===== config.mk =====
export PLATFORM = sky130hd
export DESIGN_NAME = pcm_i2s_tx
export DESIGN_NICKNAME = d
export VERILOG_FILES = /design/src/rtl/pcm_i2s_tx.sv
export SDC_FILE = /design/constraint.sdc
export NUM_CORES = 1
export LEC_CHECK = 0
export CELL_PAD_IN_SITES_DETAIL_PLACEMENT = 0
export CELL_PAD_IN_SITES_GLOBAL_PLACEMENT = 2
export CORE_ASPECT_RATIO = 1.25
export CORE_MARGIN = 1
export CORE_UTILIZATION = 33
export CTS_BUF_LIST = sky130_fd_sc_hd__clkbuf_8
export CTS_CLUSTER_DIAMETER = 50
export DETAILED_ROUTE_END_ITERATION = 10
export GPL_ROUTABILITY_DRIVEN = 0
export PLACE_DENSITY_LB_ADDON = 0.05
export SETUP_SLACK_MARGIN = 0.1
export SLEW_MARGIN = 20
export SYNTH_ARGS = -nofsm -noshare
export SYNTH_HDL_FRONTEND = slang
export SYNTH_SLANG_ARGS = --single-unit

===== constraint.sdc =====
create_clock -name clock_i -period 2.2 [get_ports clock_i]
set_clock_uncertainty 0.1 [all_clocks]
set_input_delay 0.22 -clock clock_i [delete_from_list [all_inputs] [get_ports clock_i]]
set_output_delay 0.22 -clock clock_i [all_outputs]
set_load 0.005 [all_outputs]

===== src/rtl/pcm_i2s_tx.sv =====
// PCM-to-I2S serializer: pops words from an upstream FIFO and emits them as
// left/right I2S slots with a divided bit clock, MSB first, ws leading by one sck.
module pcm_i2s_tx #(
    parameter int DATA_WIDTH = 16,
    parameter int CLK_DIV    = 4
) (
    input  logic                  clock_i,
    input  logic                  reset_i,
    input  logic                  enable_i,
    input  logic                  fifo_empty_i,
    input  logic [DATA_WIDTH-1:0] fifo_rd_data_i,
    output logic                  fifo_rd_en_o,
    output logic                  i2s_sck_o,
    output logic                  i2s_ws_o,
    output logic                  i2s_sd_o,
    output logic                  underrun_o,
    input  logic                  underrun_clr_i,
    output logic                  busy_o
);

    localparam int              CW         = $clog2(DATA_WIDTH);
    localparam logic [CW-1:0]   BIT_LAST   = CW'(DATA_WIDTH - 1);
    localparam logic [CW-1:0]   BIT_PRELSB = CW'(DATA_WIDTH - 2);
    localparam logic [7:0]      DIV_LAST   = 8'(CLK_DIV - 1);

    typedef enum logic {
        ST_IDLE = 1'b0,
        ST_RUN  = 1'b1
    } state_t;

    state_t                r_state;
    logic [7:0]            r_div;
    logic                  r_sck;
    logic                  r_ws;
    logic [CW-1:0]         r_bit_cnt;
    logic [DATA_WIDTH-1:0] r_shift;
    logic                  r_underrun;
    logic                  r_enable;
    logic                  r_first;

    state_t                w_state_nxt;
    logic [7:0]            w_div_nxt;
    logic                  w_sck_nxt;
    logic                  w_ws_nxt;
    logic [CW-1:0]         w_bit_cnt_nxt;
    logic [DATA_WIDTH-1:0] w_shift_nxt;
    logic                  w_first_nxt;
    logic                  w_underrun_set;

    logic w_tick;
    logic w_fall;
    logic w_wrap;
    logic w_stop;
    logic w_load;

    // Slot-boundary decode; enable is taken from its registered copy so the
    // pop strobe depends only on flops and the FIFO empty flag.
    assign w_tick = (r_state == ST_RUN) && (r_div == DIV_LAST);
    assign w_fall = w_tick && r_sck;
    assign w_wrap = w_fall && (r_bit_cnt == BIT_LAST);
    assign w_stop = w_wrap && !r_ws && !r_first && !r_enable;
    assign w_load = w_wrap && !w_stop;

    assign fifo_rd_en_o = w_load && !fifo_empty_i && !reset_i;

    always_comb begin
        w_state_nxt    = r_state;
        w_div_nxt      = r_div;
        w_sck_nxt      = r_sck;
        w_ws_nxt       = r_ws;
        w_bit_cnt_nxt  = r_bit_cnt;
        w_shift_nxt    = r_shift;
        w_first_nxt    = r_first;
        w_underrun_set = 1'b0;
        case (r_state)
            ST_IDLE: begin
                if (enable_i) begin
                    w_state_nxt   = ST_RUN;
                    w_div_nxt     = 8'd0;
                    w_sck_nxt     = 1'b0;
                    w_ws_nxt      = 1'b0;
                    w_bit_cnt_nxt = BIT_LAST;
                    w_first_nxt   = 1'b1;
                end
            end
            ST_RUN: begin
                if (w_tick) begin
                    w_div_nxt = 8'd0;
                    w_sck_nxt = ~r_sck;
                end else begin
                    w_div_nxt = r_div + 8'd1;
                end
                if (w_stop) begin
                    w_state_nxt   = ST_IDLE;
                    w_sck_nxt     = 1'b0;
                    w_ws_nxt      = 1'b0;
                    w_bit_cnt_nxt = '0;
                    w_shift_nxt   = '0;
                end else if (w_load) begin
                    w_bit_cnt_nxt  = '0;
                    w_first_nxt    = 1'b0;
                    w_shift_nxt    = fifo_empty_i ? '0 : fifo_rd_data_i;
                    w_underrun_set = fifo_empty_i;
                end else if (w_fall) begin
                    w_bit_cnt_nxt = r_bit_cnt + 1'b1;
                    w_shift_nxt   = {r_shift[DATA_WIDTH-2:0], 1'b0};
                    // ws flips as the LSB goes out, one sck ahead of the next MSB
                    if (r_bit_cnt == BIT_PRELSB) begin
                        w_ws_nxt = ~r_ws;
                    end
                end
            end
            default: w_state_nxt = ST_IDLE;
        endcase
    end

    always_ff @(posedge clock_i) begin
        if (reset_i) begin
            r_state    <= ST_IDLE;
            r_div      <= 8'd0;
            r_sck      <= 1'b0;
            r_ws       <= 1'b0;
            r_bit_cnt  <= '0;
            r_shift    <= '0;
            r_underrun <= 1'b0;
            r_enable   <= 1'b0;
            r_first    <= 1'b0;
        end else begin
            r_state    <= w_state_nxt;
            r_div      <= w_div_nxt;
            r_sck      <= w_sck_nxt;
            r_ws       <= w_ws_nxt;
            r_bit_cnt  <= w_bit_cnt_nxt;
            r_shift    <= w_shift_nxt;
            r_underrun <= w_underrun_set | (r_underrun & ~underrun_clr_i);
            r_enable   <= enable_i;
            r_first    <= w_first_nxt;
        end
    end

    assign i2s_sck_o  = r_sck;
    assign i2s_ws_o   = r_ws;
    assign i2s_sd_o   = r_shift[DATA_WIDTH-1];
    assign underrun_o = r_underrun;
    assign busy_o     = (r_state == ST_RUN);

endmodule


==> results of run 1 <==
==> registers in the layout, indices dropped and copies added (netlist names) <==
name	count
busy_o	1
i2s_sck_o	1
i2s_ws_o	1
r_bit_cnt	4
r_div	8
r_enable	1
r_first	1
r_shift	16
underrun_o	1
==> cell type report <==
class / count / area [um^2] / area share, %
clock buffers: 5 / 68.8 / 3.22
multi-input cells: 136 / 870 / 40.6
well taps: 60 / 75.1 / 3.51
repair buffers: 45 / 414 / 19.4
flip-flops and latches: 34 / 683 / 31.9
inverters: 5 / 18.8 / 0.877
clock inverters: 2 / 10.0 / 0.468
==> synthesized netlist by cell type, types with 2 or more instances <==
master	n
o21ai_0	9
nand2b_1	2
nand3_1	7
buf_2	2
nand4_1	5
or4_1	2
a21o_1	3
a21oi_1	11
or3_1	4
a221oi_1	15
nor2_1	24
and3_1	2
ha_1	3
inv_1	5
dfxtp_1	34
clkbuf_1	3
nor2b_1	4
nor3_2	4
nor3_1	16
nand2_1	7
clkbuf_8	2
a31oi_1	3
buf_6	3
==> worst max-delay path, stage by stage, from the launching register on <==
cell and delay, ns:
dfxtp_2 0.33, ha_2 0.17, or3b_4 0.39, nor4_4 0.22, and3_1 0.18, buf_2 0.13
==> where the power goes <==
part           internal [mW]  switching, mW  total (mW)
Clock                  0.212          0.220       0.432
Sequential             0.627        0.00956       0.637
Combinational         0.0647         0.0550       0.120
Total                  0.904          0.285        1.19
==> logic make-up (layout without fill, tap and decap cells) <==
| kind of cell | after synthesis | in the layout |
|---|---|---|
| AOI/OAI and AO/OA | 45 | 45 |
| buffers and inverters | 15 | 57 |
| and+or+nand+nor | 87 | 87 |
| adders and majority gates | 3 | 3 |
| DFF | 34 | 34 |
| muxes | 1 | 1 |
==> cells in the final DEF, fill, tap and decap left out, types with 3 or more instances in the layout <==
| cell | n |
|---|---|
| buf_4 | 17 |
| dfxtp_1 | 32 |
| nand2_1 | 7 |
| a21o_1 | 3 |
| a21oi_1 | 11 |
| nor2_1 | 24 |
| inv_1 | 5 |
| nor3_2 | 4 |
| or3_1 | 4 |
| nor2b_1 | 4 |
| clkdlybuf4s50_1 | 25 |
| o21ai_0 | 9 |
| a221oi_2 | 3 |
| clkbuf_8 | 5 |
| nor3_1 | 16 |
| nand3_1 | 7 |
| a221oi_1 | 12 |
| nand4_1 | 5 |
| a31oi_1 | 3 |
==> per-stage QoR <==
stage / util, % / cells
2_1_floorplan: - / 185
3_3_place_gp: 42.9 / 280
3_5_place_dp: 42.9 / 280
4_1_cts: 44.8 / 287
5_1_grt: 45.2 / 287
6_report: 45.2 / 287
==> layer usage <==
| metal | part of all wire (%) | track usage, % | wire length (um) |
|---|---|---|---|
| met5 | 0 | 0 | 0 |
| met4 | 1.8 | 6.89 | 81 |
| met3 | 4.6 | 4.40 | 200 |
| met2 | 51 | 32.9 | 2250 |
| met1 | 42 | 20.3 | 1850 |
==> timing repair <==
item | in CTS | in global routing
hold buffers | 0 | 0
setup endpoints to repair | 4 | 10
pin swaps | 1 | 2
resized for setup | 5 | 8
==> final timing paths <==
| kind | from | end | cells past startpoint |
|---|---|---|---|
| hold / removal | r_shift[0] | r_shift[0] | 2 |
| hold reg to reg | r_shift[0] | r_shift[0] | 2 |
| setup reg to reg | r_div[0] | r_shift[14] | 9 |
| setup / recovery | r_div[0] | fifo_rd_en_o | 5 |
==> out/summary.txt, run 1 <==
Outcome - finished, final reports clean
Detail Placement HPWL - 3140 um
Detail Route Antenna Nets - 0
First-pass GRT wire length - 7190 um
YS warnings - 0
Hold Vio Cnt, Final - 0
Clock sink total - 34
Via-per-instance ratio - 5.42
Worst min path class - flop to flop
Max Fclk - 499 MHz
Initial antenna violation count - 0
Internal reg-to-reg setup slack - 0.23 ns
CP max FO - 2
CTS HTree Levels - 2
Clock Latency Late Sink - 0.29 ns
Rows - 28
Num CTS Buffers - 5
Total leakage power - 0.788 nW
Wire per inst - 15.3 um
Fill cell count - 472
#FFs+latches synth - 34
RSZ-0062 raised after global routing - false
Max capacitance violation total - 0
Rel. slew slack - 62.4%
Via count - 1,556
Pins Over Slew Limit - 0
Multiplexer share of the synthesized area - 0.617%
GRT Total Usage - 18.2%
XOR/XNOR share of the synthesized area - 0%
Pwr Density - 556 nW/um^2
Largest cells by area after synthesis - dfxtp_1 42%, a221oi_1 8.1%, nor2_1 5.6%, nor3_1 4.9%, a21oi_1 3.4%
Synth area leader - dfxtp_1
DRC - 0
Final setup TNS - 0 ns
Nets - 251
Area after DPL - 2030 um^2
Share of the synthesized area in the top cell type - 41.9%
Die Y - 80.4 um
Die Wd - 64.7 um
Syn nets - 209
Largest net degree at the start of global routing - 23
Endpoint class of the critical path - primary output
Critical path startpoint category - flop
Post-CTS setup buffer count - 0
Worst Tran Pin Value - 0.563 ns
Setup ws final - 0.197 ns
Die area - 5200 um^2
Post-Syn Instances - 185
Largest family of logic cells by synthesized area - simple AND/OR/NAND/NOR gates
CTS tree - done
Area delta synth->final - 31.8%
Hold slack - 0.355 ns
Vias in the first global route - 1,530
Simple-gate share of the synthesized area - 30.2%
Most common flop cell mapped by yosys - dfxtp_1
Ys async rst share - 0%
CTS clk-pin slew, worst paths - 0.06 ns
Post-Syn Area per Cell - 8.77 um^2
Maximum VDD drop - 0.288 mV
Synthesized area - 1620 um^2
Ant diodes - 0
Count of cell types in the netlist - 38
Port bufs - 26
Setup WS pre-CTS - 0.0359 ns
Layout cells sized above 1 - 19.4%
Post-synthesis compound-gate area fraction - 18.7%
Crit path arrival time - 1.68 ns
Register area share after synthesis - 41.9%
Adder-Cell Fraction of Synth Area - 2.31%
Initial core utilization - 34.3%
Io pins - 27
DRT iter0 DRCs - 73
Final critical-path share of the clock period - 91.1%
Total chip power - 1.19 mW
Core ar. - 4730 um^2
Min Tclk post-route - 2.00 ns
Clock Path Buffers - 2
Path type of the worst setup path - flop to primary output
Detailed Routing Iterations Pass 1 - 4
Post-synth EDFFs - 0
Root Buffer - clkbuf_8
Global route total overflow - 0
Critical Path RT - 1.88 ns
Final setup vio count - 0
Cell area after layout - 2140 um^2
Post-Route WL - 4390 um
Note: power is estimated with default switching activity, not from simulation.
==> run 2: changes to the inputs <==
SKIP_CTS_REPAIR_TIMING = 1   (was default)
==> run 2 against run 1 <==
Net effect: highest routed layer unchanged; count of clock-buffer cells in the layout is the same; routed wire length grew 0.14%; register-to-register slack gained 0.02 ns; fmax shrank 1.7%; total power is essentially flat; core utilization grew 0.26 points; worst setup slack lost 0.035 ns; clock power is essentially flat; via count is essentially flat; non-clock buffer count is the same; sequential share of layout area shrank 0.30 points; combinational power is essentially flat.
==> out/summary.txt, run 2 (synthesized netlist as in run 1, its figures left out) <==
Outcome - finished, final reports clean
Worst flop-to-flop path endpoint - r_shift[12]
Commonest non-fill, non-tap cell in the layout - dfxtp_1
Share of power burned in registers - 53.6%
Area after DPL - 2030 um^2
CTS clk-pin slew, worst paths - 0.07 ns
Crit path arrival time - 1.72 ns
Root Buffer - clkbuf_8
Detail Route Antenna Nets - 0
DRC - 0
Worst Tran Pin Value - 0.590 ns
Max capacitance violation total - 0
Initial core utilization - 34.3%
GRT Total Usage - 18.2%
Endpoint class of the critical path - primary output
Die Wd - 64.7 um
Total leakage power - 0.813 nW
R2R cell count - 9
Setup ws final - 0.162 ns
Largest net degree at the start of global routing - 23
CTS HTree Levels - 2
Critical Path RT - 1.88 ns
Cells after DPL - 280
Die area - 5200 um^2
Ant diodes - 0
Io pins - 27
Final setup vio count - 0
Layout cells sized above 1 - 18.5%
HP Start - r_shift[0]
Largest registers - r_shift (16), r_div (8), r_bit_cnt (4)
Final setup TNS - 0 ns
Hold Vio Cnt, Final - 0
Vias in the first global route - 1,547
Die Y - 80.4 um
Min-Delay Path Depth - 2
Critical path startpoint category - flop
Clock Path Buffers - 2
Port bufs - 26
Min Tclk post-route - 2.04 ns
Internal reg-to-reg setup slack - 0.25 ns
Psw - 0.284 mW
Via-per-instance ratio - 5.42
Final cell count without fillers - 287
Largest register FFs - 16
Worst min path class - flop to flop
Total chip power - 1.19 mW
Path type of the worst setup path - flop to primary output
Rows - 28
Post-Route WL - 4400 um
Cell area after layout - 2150 um^2
Area delta synth->final - 32.6%
Final critical-path share of the clock period - 92.6%
Most frequent cells in the layout - 34 x dfxtp_1, 25 x clkdlybuf4s50_1, 24 x nor2_1, 17 x buf_4, 16 x nor3_1
Pint - 0.904 mW
Switch share - 23.9%
CP max FO - 2
Rel. slew slack - 60.7%
Power share of the combinational group - 10.1%
Num CTS Buffers - 5
Clock Latency Late Sink - 0.29 ns
RSZ-0062 raised after global routing - true
DRT iter0 DRCs - 79
Initial antenna violation count - 0
Part of the power in the clock network - 36.3%
Via count - 1,555
First-pass GRT wire length - 7190 um
Maximum VDD drop - 0.286 mV
Wire per inst - 15.3 um
Biggest register - r_shift
Detailed Routing Iterations Pass 1 - 4
CTS tree - done
Pwr Density - 552 nW/um^2
Core ar. - 4730 um^2
Nets - 251
Setup WS pre-CTS - 0.0359 ns
Global route total overflow - 0
Max Fclk - 491 MHz
Detail Placement HPWL - 3140 um
Pins Over Slew Limit - 0
Worst Hold End - r_shift[0]
Clock sink total - 34
R2r startpoint - r_div[1]
==> run 2: cell types whose count changed in the layout (fill, tap and decap cells not counted) <==
cell | before | now
buf_2 | 1 | 0
a221oi_1 | 12 | 11
o21ai_2 | 0 | 1
a221oi_2 | 3 | 4
ha_2 | 1 | 0
ha_1 | 2 | 3
o21ai_1 | 1 | 0
dlymetal6s2s_1 | 0 | 1
dfxtp_2 | 2 | 0
dfxtp_1 | 32 | 34
==> run 2: power groups by stage <==
stage	Sequential, mW	Clock (mW)	Combinational (mW)
6_report	0.637	0.431	0.120
5_1_grt	0.638	0.475	0.131
4_1_cts	0.636	0.451	0.119
3_5_place_dp	0.650	0	0.118
3_3_place_gp	0.650	0	0.117
2_1_floorplan	0.649	0	0.0505
==> run 2: metal layers <==
metal,track usage (%),share of wire (%),wire length [um],vias to the layer above
met5,0,0,0,-
met4,7.78,1.9,82,0
met3,4.40,4.1,178,12
met2,32.7,52,2270,32
met1,20.1,42,1860,736
li1,-,-,-,775
==> run 2: cell type report <==
class	instances	area [um^2]
multi-input cells	136	877
repair buffers	45	422
well taps	60	75.1
clock inverters	2	10.0
fillers	470	2580
flip-flops and latches	34	681
clock buffers	5	68.8
inverters	5	18.8
==> run 2: how the worst max path moves through the flow <==
stage / start / end / cells past startpoint
finish: r_div[2] / fifo_rd_en_o / 4
global route: r_div[2] / fifo_rd_en_o / 4
CTS: r_div[1] / fifo_rd_en_o / 5
detailed placement: r_div[1] / fifo_rd_en_o / 5
global placement: r_div[0] / fifo_rd_en_o / 5
floorplan: r_div[0] / fifo_rd_en_o / 5
==> run 2: worst max-delay path, stage by stage, from the launching register on <==
cell	delay, ns
dfxtp_1	0.32
or4_4	0.55
nor4_4	0.23
and3_1	0.18
dlymetal6s2s_1	0.15
==> run 2: metrics by stage <==
step | hold slack, ns | util [%]
finish | 0.355 | 45.5
global route | 0.399 | 45.5
CTS | 0.362 | 44.6
detailed placement | 0.352 | 42.9
global placement | 0.344 | 42.9
floorplan | 0.248 | -
==> run 3: changes to the inputs <==
CTS_CLUSTER_SIZE = 10   (was default)
GPL_TIMING_DRIVEN = 0   (was default)
REMOVE_ABC_BUFFERS = 1   (was default)
==> run 3 against run 2 <==
Net effect: fmax shrank 6.4%; final area increased by 0.52%; sequential cell count unchanged; routed wire length down 5.8%; clock power is 7.7% higher; non-clock buffer count is 1 lower; first-iteration DRC count fell by 51%; global-route usage shrank 1.8 points; sequential share of layout area is 0.18 points higher; largest power group unchanged; highest routed layer unchanged.
==> out/summary.txt, run 3 (synthesized netlist as in run 1, its figures left out) <==
Outcome - finished, final reports clean
Largest registers - r_shift (16), r_div (8), r_bit_cnt (4)
Pwr Density - 559 nW/um^2
Num CTS Buffers - 5
First-pass GRT wire length - 6490 um
Largest net degree at the start of global routing - 27
Post-Route WL - 4140 um
Setup WS pre-CTS - -1.32 ns
Max capacitance violation total - 0
CTS clk-pin slew, worst paths - 0.06 ns
Rows - 28
Internal reg-to-reg setup slack - 0.18 ns
Max Fclk - 459 MHz
Min Tclk post-route - 2.18 ns
Biggest register - r_shift
Final setup vio count - 0
Nets - 250
Via count - 1,556
Wire per inst - 14.4 um
Clock Path Buffers - 2
CTS tree - done
Most frequent CP cell - buf_6
DRC - 0
Ant diodes - 0
Worst Tran Pin Value - 0.937 ns
Area after DPL - 1880 um^2
Most frequent cells in the layout - 32 x dfxtp_1, 24 x nor2_1, 24 x clkdlybuf4s50_1, 16 x nor3_1, 16 x buf_4
Io pins - 27
Total chip power - 1.21 mW
Clock Latency Late Sink - 0.28 ns
HP Start - r_shift[0]
Global route total overflow - 0
Initial antenna violation count - 0
Crit path depth - 6
Switch share - 23.2%
Initial core utilization - 34.3%
Largest stage delay on the critical path - 0.39 ns
GRT Total Usage - 16.5%
Pins Over Slew Limit - 0
Hold Vio Cnt, Final - 0
Area delta synth->final - 33.3%
Die area - 5200 um^2
R2r startpoint - r_div[1]
Min-Delay Path Depth - 2
R2R cell count - 7
Worst Hold End - r_shift[0]
Clock sink total - 34
Port bufs - 26
CP delay by family, top - simple AND/OR/NAND/NOR gates
Path type of the worst setup path - flop to primary output
CP max FO - 5
Psw - 0.280 mW
Layout cells sized above 1 - 18.5%
Die Wd - 64.7 um
Endpoint class of the critical path - primary output
CP max-delay cell - or3b_4
Critical Path RT - 1.88 ns
Detail Route Antenna Nets - 0
DRT iter0 DRCs - 39
Maximum VDD drop - 0.245 mV
Worst min path class - flop to flop
Share of power burned in registers - 53.0%
Final Util - 45.7%
Detailed Routing Iterations Pass 1 - 4
Cell area after layout - 2160 um^2
Pint - 0.928 mW
Core ar. - 4730 um^2
Rel. slew slack - 37.4%
Worst flop-to-flop path endpoint - r_shift[3]
Detail Placement HPWL - 2640 um
CP Buf/Inv Count - 2
Root Buffer - clkbuf_8
RSZ-0062 raised after global routing - true
Die Y - 80.4 um
Power share of the combinational group - 8.6%
Cells after DPL - 261
Commonest non-fill, non-tap cell in the layout - dfxtp_1
Largest register FFs - 16
Part of the power in the clock network - 38.4%
Final setup TNS - 0 ns
Setup ws final - 0.0223 ns
Final critical-path share of the clock period - 99.0%
Final cell count without fillers - 287
Via-per-instance ratio - 5.42
CTS HTree Levels - 2
Total leakage power - 0.787 nW
Vias in the first global route - 1,409
Critical path startpoint category - flop
Hold slack - 0.360 ns
Crit path arrival time - 1.86 ns
CP cell instances - ha_4 > or3b_4 > nor4_4 > buf_6 > and3_4 > buf_6
## run 3: changes by cell type in the layout (fill, tap and decap cells not counted), moves of 2 or more
cell / change
a221oi_1: +4
a221oi_2: -4
buf_6: +2
dfxtp_1: -2
dfxtp_4: +2
## run 3: worst min-delay path, delay by kind of cell (launching register included)
kind | cells | cell delay, ns
AOI/OAI and AO/OA | 1 | 0.05
DFF | 1 | 0.31
and+or+nand+nor | 1 | 0.05
## run 3: area by class of cell
type | instances | area [um^2]
clock inverter | 2 | 8.76
inverter | 5 | 18.8
clock buffer | 6 | 82.6
timing repair buffer | 44 | 407
multi-input combinational | 136 | 883
tap | 60 | 75.1
sequential | 34 | 688
fill | 476 | 2570
## run 3: per-layer routing
metal	global-route usage, %	routed length [um]	vias up
met2	29.0	2010	34
met3	3.69	176	7
li1	-	-	774
met5	0	0	-
met4	6.67	53	0
met1	19.0	1910	741
## run 3: worst max-delay path by stage
stage / startpoint / endpoint / slack [ns]
finish: r_div[1] / fifo_rd_en_o / 0.02
global route: r_div[1] / fifo_rd_en_o / -0.03
CTS: r_div[0] / r_shift[15] / -1.30
detailed placement: r_div[0] / r_shift[15] / -1.32
global placement: r_div[0] / r_shift[13] / -1.22
floorplan: r_div[0] / r_shift[10] / -0.30
## run 3: power by group through the flow
stage / Combinational (mW) / Clock, mW / Sequential, mW
2_1_floorplan: 0.0392 / 0 / 0.650
3_3_place_gp: 0.0959 / 0 / 0.654
3_5_place_dp: 0.0961 / 0 / 0.654
4_1_cts: 0.0976 / 0.481 / 0.640
5_1_grt: 0.115 / 0.510 / 0.641
6_report: 0.104 / 0.464 / 0.640
